## src/rtl/fetch_stage.sv

```systemverilog
// rtl/fetch_stage.sv - brisc instruction fetch stage
// Owns the PC, issues one word fetch at a time and hands instructions to decode through a one-entry register.
module fetch_stage #(
   parameter int              XLEN     = 32,
   parameter int              ILEN     = 32,
   parameter logic [XLEN-1:0] RESET_PC = 32'h0000_1000
) (
   input  logic            clk,
   input  logic            rst_n,
   output logic            imem_req_valid,
   output logic [XLEN-1:0] imem_req_addr,
   input  logic            imem_req_ready,
   input  logic            imem_resp_valid,
   input  logic [ILEN-1:0] imem_resp_data,
   input  logic            redirect_valid,
   input  logic [XLEN-1:0] redirect_pc,
   output logic            out_valid,
   output logic [ILEN-1:0] out_instr,
   output logic [XLEN-1:0] out_pc,
   input  logic            out_ready
);

   typedef enum logic [1:0] {
      S_REQ   = 2'd0,
      S_WAIT  = 2'd1,
      S_DRAIN = 2'd2
   } state_t;

   state_t          state_q, state_d;
   logic [XLEN-1:0] pc_q, pc_d;
   logic            out_valid_q, out_valid_d;
   logic [ILEN-1:0] out_instr_q, out_instr_d;
   logic [XLEN-1:0] out_pc_q, out_pc_d;

   logic slot_free;
   logic req_fire;

   assign slot_free = !out_valid_q || out_ready;

   // rst_n is folded in so no request is advertised while reset is held.
   assign imem_req_valid = rst_n && (state_q == S_REQ) && slot_free && !redirect_valid;
   assign imem_req_addr  = pc_q;
   assign req_fire       = imem_req_valid && imem_req_ready;

   assign out_valid = out_valid_q;
   assign out_instr = out_instr_q;
   assign out_pc    = out_pc_q;

   always_comb begin
      state_d     = state_q;
      pc_d        = pc_q;
      out_valid_d = out_valid_q;
      out_instr_d = out_instr_q;
      out_pc_d    = out_pc_q;

      if (out_valid_q && out_ready) begin
         out_valid_d = 1'b0;
      end

      case (state_q)
         S_REQ: begin
            if (req_fire) begin
               pc_d    = pc_q + XLEN'(4);
               state_d = S_WAIT;
            end
         end
         S_WAIT: begin
            if (imem_resp_valid) begin
               out_instr_d = imem_resp_data;
               out_pc_d    = pc_q - XLEN'(4);
               out_valid_d = 1'b1;
               state_d     = S_REQ;
            end
         end
         S_DRAIN: begin
            if (imem_resp_valid) begin
               state_d = S_REQ;
            end
         end
         default: begin
            state_d = S_REQ;
         end
      endcase

      // A redirect overrides everything above, including a same-cycle response load.
      if (redirect_valid) begin
         pc_d        = redirect_pc;
         out_valid_d = 1'b0;
         out_instr_d = out_instr_q;
         out_pc_d    = out_pc_q;
         if (state_q == S_REQ || imem_resp_valid) begin
            state_d = S_REQ;
         end else begin
            state_d = S_DRAIN;
         end
      end
   end

   always_ff @(posedge clk or negedge rst_n) begin
      if (!rst_n) begin
         state_q     <= S_REQ;
         pc_q        <= RESET_PC;
         out_valid_q <= 1'b0;
         out_instr_q <= '0;
         out_pc_q    <= '0;
      end else begin
         state_q     <= state_d;
         pc_q        <= pc_d;
         out_valid_q <= out_valid_d;
         out_instr_q <= out_instr_d;
         out_pc_q    <= out_pc_d;
      end
   end

endmodule

```

## config.mk

```make
export PLATFORM = sky130hd
export DESIGN_NAME = fetch_stage
export DESIGN_NICKNAME = d
export VERILOG_FILES = /design/src/rtl/fetch_stage.sv
export SDC_FILE = /design/constraint.sdc
export NUM_CORES = 1
export LEC_CHECK = 0
export BUFFER_PORTS_ARGS = -buffer_cell sky130_fd_sc_hd__buf_2
export CORE_ASPECT_RATIO = 0.8
export CORE_MARGIN = 3
export CORE_UTILIZATION = 40
export DETAILED_ROUTE_END_ITERATION = 16
export GPL_TIMING_DRIVEN = 0
export PLACE_DENSITY = 0.68
export SYNTH_ARGS = -nofsm -noshare
export SYNTH_HDL_FRONTEND = slang
export SYNTH_SLANG_ARGS = --single-unit
```

## constraint.sdc

```tcl
create_clock -name clk -period 2.3 [get_ports clk]
set_input_delay 0.46 -clock clk [delete_from_list [all_inputs] [get_ports clk]]
set_output_delay 0.46 -clock clk [all_outputs]
set_load 0.02 [all_outputs]
```

==> results of run 1 <==
-- critical path: cells and delay by family (launching register included) --
kind / cells / cell delay [ns]
compound gates: 1 / 0.22
buf+inv: 2 / 0.59
simple gates: 4 / 0.99
flops: 1 / 0.37
-- worst max path at each step --
stage	startpoint	to	slack, ns	cells past startpoint
floorplan	imem_req_addr[2]	imem_req_addr[30]	0.06	7
global placement	rst_n	imem_req_addr[23]	-1.95	7
detailed placement	rst_n	imem_req_addr[23]	-0.87	8
CTS	state_q[1]	imem_req_addr[11]	-0.01	9
global route	imem_req_addr[19]	out_pc[31]	-0.07	7
finish	imem_req_addr[13]	imem_req_addr[30]	0.03	7
-- cell families after synthesis --
logic type	share of synthesized area, %
and+or+nand+nor	20.16
DFF	49.55
AOI/OAI and AO/OA	9.330
buffers and inverters	4.227
xor gates and xnor gates	7.003
muxes	8.729
adders and majority gates	1.001
-- cell type report --
cell class                 instances  share of cell area, %
sequential                        99                  37.58
timing repair buffer             175                  14.62
multi-input combinational        355                  36.86
inverter                          12                 0.6818
clock inverter                     6                 0.7765
tap                              166                  3.144
buffer                            38                  2.727
clock buffer                      10                  3.617
-- flip-flops by register name (all words and copies together) (netlist names) --
register       flops
out_pc            32
state_q            2
imem_req_addr     32
out_valid          1
out_instr         32
-- repair_timing --
item                                   4_1_cts  5_1_grt
pin swaps                                    1        2
setup buffers                                0        4
setup endpoints to repair                   40       34
resized for setup                           19       26
endpoints found under the hold margin       36        0
gates cloned                                 1        0
hold buffers                                 2        0
-- report_power, final --
group | internal [W] | switching (W)
combinational | 0.000734 | 0.00122
sequential | 0.00219 | 0.000290
clock | 0.000775 | 0.000695
-- synth_stat cells (9+ instances only) --
library cell   n  area share [%]
clkbuf_1      32             2.4
nor2_1        30             2.3
nand3_1       13             1.3
nand2_1       71             5.3
xnor2_1       30             5.3
nand4_1       17             2.1
nor3_1        13             1.3
inv_1         12            0.90
dfrtp_1       98              49
mux2_2        37             8.3
or3_1          9             1.1
o21ai_0       42             4.2
nor4_1        18             2.3
xor2_1        10             1.8
-- per-stage QoR --
| step | utilization, % | cell area (um^2) |
|---|---|---|
| 6_report | 55.67 | 6606 |
| 5_1_grt | 55.67 | 6606 |
| 4_1_cts | 54.74 | 6496 |
| 3_5_place_dp | 51.20 | 6076 |
| 3_3_place_gp | 50.94 | 6046 |
| 2_1_floorplan | - | 5002 |
-- layout by cell type (no fill, tap or decap), drive strengths merged, types with 4 or more instances in the layout --
cell type,Yosys,layout
nand3,15,15
inv,12,13
nand4,17,17
xor2,10,10
xnor2,30,30
o311ai,4,4
nand2,71,71
nor2,30,30
nor4,23,23
ha,4,4
o21ai,48,48
a21oi,6,6
clkbuf,32,41
buf,10,180
mux2,37,37
or3,9,9
nor3,13,13
dfrtp,98,98
clkinv,0,4
nand2b,5,5
-- layer usage --
metal | part of all wire (%) | up-vias
li1 | - | 2149
met1 | 48 | 2197
met2 | 44 | 186
met3 | 7.3 | 14
met4 | 1.3 | 0
met5 | 0 | -
==> reports/metrics.cfg, run 1 <==
[placed_design]
port_buffers=167
pre_cts_ws_ns=-0.8657
gp_congestion=0.8919
placed_cells=842
dp_hpwl_mm=11.57

[logic_synthesis]
synth_warnings=0
ys_seq_elements=99
synth_ff_type=dfrtp_1
ys_seq_area_share_pct=49.55
synth-async-reset-ratio_pct=100.0
syn_nets=582
postSynthCellCount=508
netlist_area_um2=5002
synth_cell_types=47
synth-edff-count=0
syn_avg_cell_area_um2=9.847

[die]
coreArea_um2=11870
rows=35
die_h_um=106.0
start_util_pct=42.15
pin_count=168
die_w_um=131.0
die_area_um2=13890

[cells_and_area]
seqCellArea_um2=2482
instances_no_fill=861
nNetsFinal=764
drive_gt1_share_pct=39.57
multiInputGateArea_um2=2435
num_antenna_cells=0
fill_cells=1100
area_growth_pct=32.07

[routing]
wl_mm=15.45
vias=4546
via_per_inst=5.280
wl_per_cell_um=17.94
drt-initial-drc-count=337
ant_nets=0
drc=0
first_pass_iters=5

[grt]
grtUsageMet1_pct=33.22
met2_usage_pct=32.17
track_usage_pct=22.07
grt_max_degree=37
top_usage_layer=met1
first_global_vias=4306
grt.overflow.total=0
grt_pass1_wl_mm=23.72
grt_util_met3_pct=4.822
antenna_found_initial=0

[clock_tree]
cts_max_level=3
cts_tree=done
clock_latency_ns=0.35
root_buffer=clkbuf_16
clock_path_buffers=2
numCtsBuffers=9
clk_pin_slew_ns=0.07
clock-sinks=99

[timing]
setup_ws_ns=0.03276
max_clock_freq_mhz=441.1
tns_ns=0
timing.hold.ws_ns=0.07321
worst_slew_pin_slew_ns=0.6444
layout_worst_path_cycle_share_pct=98.58
rsz0062_at_grt=true
skew_ns=0.007310
maxSlewViolCount=0
final_hold_viol_count=0
setup_viol=0
period_minus_slack_ns=2.267
slew_headroom_pct=57.04

[hold_path]
hold_class=input port to asynchronous set/reset pin

[power_and_ir_drop]
ir_worst_vdd_uv=428.0
power.density_nw_per_um2=894.3
p_total_w=0.005908
power_leakage_nw=3.076

[setup_path]
path_max_fanout=9
crit_chain=clkbuf_1 > nand3_1 > or4_1 > buf_2 > nand2b_4 > or3_1 > a31o_1
critPathKind=flop to flop
reg2regPathDepth=7
r2r-start=imem_req_addr[13]
critPathSlowestCell=clkbuf_1
cp_data_arrival_time_ns=2.51
rrSetupSlack_ns=0.03
endpoint_kind=flop
critPathLaunchType=flop
cp.required_ns=2.54
reg2reg_to=imem_req_addr[30]
critPathMaxStageDelay_ns=0.40

[job]
maxCapViolCount=0

[run_status]
status=finished clean

(Power assumes the default switching activity.)
==> inputs of run 2 (changes only) <==
--- a/config.mk
+++ b/config.mk
@@ -6,12 +6,14 @@
 export NUM_CORES = 1
 export LEC_CHECK = 0
 export BUFFER_PORTS_ARGS = -buffer_cell sky130_fd_sc_hd__buf_2
+export CELL_PAD_IN_SITES_DETAIL_PLACEMENT = 1
+export CELL_PAD_IN_SITES_GLOBAL_PLACEMENT = 1
 export CORE_ASPECT_RATIO = 0.8
 export CORE_MARGIN = 3
-export CORE_UTILIZATION = 40
+export CORE_UTILIZATION = 34
 export DETAILED_ROUTE_END_ITERATION = 16
 export GPL_TIMING_DRIVEN = 0
-export PLACE_DENSITY = 0.68
+export PLACE_DENSITY_LB_ADDON = 0.1
 export SYNTH_ARGS = -nofsm -noshare
 export SYNTH_HDL_FRONTEND = slang
 export SYNTH_SLANG_ARGS = --single-unit
==> run 2 against run 1 <==
Net effect:
- clock power is essentially flat
- critical path type unchanged
- routed wire length up 11%
- design area up 0.76%
- sequential share of layout area shrank 0.30 points
- worst setup slack got worse by 0.022 ns
- sequential power about the same
- sequential cell count unchanged
- maximum frequency decreased by 0.95%
- cell count up 1.6%
- count of clock-buffer cells in the layout down 1
- non-clock buffer count unchanged
- utilization shrank 8.0 points
==> reports/metrics.cfg, run 2 (same netlist as run 1, synthesis figures left out) <==
[placed_design]
placed_cell_area_um2=6093
placed_cells=856
port_buffers=167
gp_congestion=0.8341
dp_hpwl_mm=12.83

[timing]
timing.hold.ws_ns=0.04938
rsz0062_at_grt=true
skew_ns=0.007611
layout_worst_path_cycle_share_pct=99.52
max_clock_freq_mhz=436.9
tns_ns=0
setup_viol=0
maxSlewViolCount=0
worst_slew_pin_slew_ns=0.6475
period_minus_slack_ns=2.289
final_hold_viol_count=0
slew_headroom_pct=56.84

[setup_path]
cp_data_arrival_time_ns=2.54
r2r-start=imem_req_addr[10]
cp.required_ns=2.55
critPathSlowestCell=or4_1
crit_chain=buf_2 > nand3_2 > or4_1 > buf_2 > nand2b_4 > or3_1 > a31o_1
critPathLaunchType=flop
path_max_fanout=9
reg2regPathDepth=7
critPathKind=flop to flop
cpMostUsedCell=buf_2
reg2reg_to=imem_req_addr[30]
rrSetupSlack_ns=0.01
critPathMaxStageDelay_ns=0.52
endpoint_kind=flop

[grt]
first_global_vias=4743
track_usage_pct=21.30
grt_pass1_wl_mm=26.73
grt_max_degree=46
antenna_found_initial=0
grt.overflow.total=0

[routing]
top_layer=met4
wl_per_cell_um=19.52
drt-initial-drc-count=240
via_per_inst=5.138
wl_mm=17.08
first_pass_iters=5
wl_met2_mm=7.910
met3WireLength_mm=1.094
ant_nets=0
met1Wirelength_mm=7.920
drc=0
vias=4496

[die]
die_h_um=114.5
rows=38
pin_count=168
die_w_um=141.6
coreArea_um2=13980
die_area_um2=16210
start_util_pct=35.79

[cells_and_area]
num_antenna_cells=0
drive_gt1_share_pct=40.58
nNetsFinal=764
instances_no_fill=875
final_util_pct=47.62
area_growth_pct=33.07
most-common-layout-cells=buf_2, dfrtp_1, nand2_1
finalInstanceArea_um2=6656
final_common_cell=buf_2

[clock_tree]
clock_path_buffers=2
clk_pin_slew_ns=0.07
root_buffer=clkbuf_16
numCtsBuffers=9
clock_latency_ns=0.36
cts_max_level=3
clock-sinks=99
cts_tree=done

[power_and_ir_drop]
p_int_w=0.003693
power_leakage_nw=3.115
p_sw_w=0.002271
seqPwrFrac_pct=41.5
power.density_nw_per_um2=896.1
comb_power_share_pct=33.6
ir_worst_vdd_uv=450.5
power_frac_clock_pct=25.0
p_sw_share_pct=38.08

[hold_path]
hold_class=input port to asynchronous set/reset pin

[job]
maxCapViolCount=0

[run_status]
status=finished clean

-- run 2: worst max-delay path, delay by kind of cell (launching register included) --
family	cells	cell delay (ns)
simple gates	4	1.19
buf+inv	2	0.44
flops	1	0.35
compound gates	1	0.22
-- run 2: what timing repair did --
item                                    in CTS  in global routing
gates cloned                                 1                  0
hold buffers                                 1                  0
endpoints found under the setup margin      45                 55
hold endpoints to repair                    45                  0
buffers inserted                             4                  3
pin swaps                                    0                  2
gates resized for setup                     23                 26
-- run 2: layout make-up --
| cell class | count | area (um^2) |
|---|---|---|
| Clock inverter | 7 | 62.56 |
| Timing Repair Buffer | 177 | 991.0 |
| Buffer | 36 | 165.2 |
| Fill cell | 1677 | 7322 |
| Inverter | 12 | 45.04 |
| Sequential cell | 99 | 2481 |
| Tap cell | 180 | 225.2 |
| Clock buffer | 9 | 225.2 |
| Multi-Input combinational cell | 355 | 2461 |
-- run 2: worst max path at each step --
stage                       from           endpoint  slack [ns]  cells past startpoint
2_1_floorplan   imem_req_addr[2]  imem_req_addr[30]        0.06                      7
3_3_place_gp               rst_n  imem_req_addr[25]       -2.03                      7
3_5_place_dp               rst_n   imem_req_addr[9]       -0.88                      9
4_1_cts        imem_req_addr[13]  imem_req_addr[28]       -0.02                      6
5_1_grt         imem_req_addr[2]  imem_req_addr[30]       -0.09                      7
6_report       imem_req_addr[10]  imem_req_addr[30]        0.01                      7
-- run 2: metal layers --
layer	vias up	track usage [%]
li1	2143	-
met3	10	4.635
met1	2215	29.94
met4	0	4.540
met2	128	34.02
met5	-	0
-- run 2: stage by stage --
step	worst slack, ns	total power [W]
floorplan	0.05802	0.003640
global placement	-2.032	0.004386
detailed placement	-0.8835	0.004473
CTS	-0.02013	0.006005
global route	-0.08570	0.006313
finish	0.01101	0.005965
-- run 2: power groups by stage --
stage | Combinational [W] | Clock, W | Sequential (W)
floorplan | 0.000611 | 0 | 0.00303
global placement | 0.00193 | 0 | 0.00245
detailed placement | 0.00198 | 0 | 0.00249
CTS | 0.00202 | 0.00152 | 0.00246
global route | 0.00217 | 0.00160 | 0.00254
finish | 0.00200 | 0.00149 | 0.00247
==> inputs of run 3 (changes only) <==
--- a/config.mk
+++ b/config.mk
@@ -14,6 +14,7 @@
 export DETAILED_ROUTE_END_ITERATION = 16
 export GPL_TIMING_DRIVEN = 0
 export PLACE_DENSITY_LB_ADDON = 0.1
+export SETUP_SLACK_MARGIN = 0.5
 export SYNTH_ARGS = -nofsm -noshare
 export SYNTH_HDL_FRONTEND = slang
 export SYNTH_SLANG_ARGS = --single-unit
==> run 3 against run 2 <==
Net effect:
- via count rose by 24%
- utilization grew 15 points
- combinational power grew 31%
- clock skew down 0.00060 ns
- die area unchanged
- power rose by 14%
- count of clock-buffer cells in the layout unchanged
- sequential power is essentially flat
- clock power rose by 11%
- critical path depth increased by 1
- design area is 31% higher
- critical endpoint is now out_pc[20]
- largest power group is now combinational logic
- highest routed layer unchanged
==> reports/metrics.cfg, run 3 (same netlist as run 1, synthesis figures left out) <==
[run_status]
status=finished clean

[timing]
layout_worst_path_cycle_share_pct=96.87
worst_slew_pin_slew_ns=0.9176
period_minus_slack_ns=2.228
max_clock_freq_mhz=448.8
skew_ns=0.007007
setup_ws_ns=0.07204
rsz0062_at_grt=true
final_hold_viol_count=0
maxSlewViolCount=0
slew_headroom_pct=38.83
setup_viol=0

[setup_path]
crit_chain=inv_2 > ha_4 > or4b_4 > nand4b_4 > buf_4 > nor2_2 > xnor2_1 > o21ai_1
cp.required_ns=2.53
endpoint=out_pc[20]
reg2regPathDepth=8
r2r-start=imem_req_addr[3]
critical_path.top_delay_family=simple AND/OR/NAND/NOR gates
critPathSlowestCell=or4b_4
critPathKind=flop to flop
worst_setup_path_startpoint=imem_req_addr[3]
critPathLaunchType=flop
path_max_fanout=7
reg2reg_to=out_pc[20]
cp.depth=8
cp_data_arrival_time_ns=2.46
rrSetupSlack_ns=0.07
endpoint_kind=flop
worst-path-buf-inv=2
critPathMaxStageDelay_ns=0.50

[cells_and_area]
num_antenna_cells=0
drive_gt1_share_pct=62.15
area_growth_pct=74.71
final_util_pct=62.52
nNetsFinal=880
instances_no_fill=991
most-common-layout-cells=buf_2, buf_4, dfrtp_1
final_common_cell=buf_2

[grt]
antenna_found_initial=1
track_usage_pct=25.19
grt_pass1_wl_mm=31.40
grt_max_degree=52
first_global_vias=5586
grt.overflow.total=0

[power_and_ir_drop]
p_total_w=0.006783
power.density_nw_per_um2=776.1
power_leakage_nw=4.193
ir_worst_vdd_uv=534.9

[placed_design]
placed_cells=856
pre_cts_ws_ns=-0.7717
gp_congestion=0.8540
port_buffers=167
dp_hpwl_mm=12.90

[die]
coreArea_um2=13980
die_h_um=114.5
start_util_pct=35.79
die_w_um=141.6
pin_count=168
die_area_um2=16210
rows=38

[clock_tree]
clock_path_buffers=2
clk_pin_slew_ns=0.08
clock_latency_ns=0.37
root_buffer=clkbuf_16
cts_max_level=3
cts_tree=done
numCtsBuffers=9
clock-sinks=99

[routing]
vias=5591
drt-initial-drc-count=339
wl_mm=24.81
via_per_inst=5.642
wl_per_cell_um=25.04
ant_nets=0
first_pass_iters=5
drc=0

[job]
maxCapViolCount=0

[hold_path]
hold_class=input port to asynchronous set/reset pin

[run 3: cell type report]
cell class              instances  area, um^2
plain buffers                  42       427.9
clock buffers                   9       225.2
clock inverters                 7       95.09
fillers                      1539        5239
inverters                      12       45.04
multi-input cells             355        3223
flip-flops and latches         99        2496
well taps                     180       225.2
repair buffers                287        2002
[run 3: worst min-delay path by stage]
stage	to	slack [ns]
detailed placement	out_pc[6]	0.46
global route	out_instr[7]	0.02
floorplan	imem_req_addr[0]	0.16
CTS	out_instr[20]	-0.05
finish	out_instr[7]	0.02
global placement	out_pc[15]	0.46
[run 3: where the power goes]
part           leakage, nW  internal, W  switching, W  total (W)
logic                 2.80      0.00105       0.00158    0.00263
registers             1.23      0.00220      0.000292    0.00249
clock network        0.157     0.000877      0.000782    0.00166
total                 4.19      0.00413       0.00265    0.00678
[run 3: per-layer routing]
| layer | GRT usage, % | routed length (um) | up-vias |
|---|---|---|---|
| li1 | - | - | 2387 |
| met1 | 31.22 | 9974 | 2808 |
| met2 | 42.55 | 12020 | 306 |
| met3 | 6.806 | 1688 | 90 |
| met4 | 8.824 | 1127 | 0 |
| met5 | 0 | 0 | - |
[run 3: timing repair]
action | in CTS | in global routing
pin swaps | 55 | 58
gates cloned | 3 | 1
resized for setup | 172 | 121
setup endpoints to repair | 98 | 68
setup buffers | 59 | 54
hold endpoints to repair | 49 | 49
[run 3: stage by stage]
step	TNS [ns]	hold slack, ns	instance area (um^2)
2_1_floorplan	0	0.1644	5175
3_3_place_gp	-90.25	0.4605	6236
3_5_place_dp	-17.44	0.4646	6266
4_1_cts	0	-0.04569	7836
5_1_grt	0	0.02190	8740
6_report	0	0.02012	8740
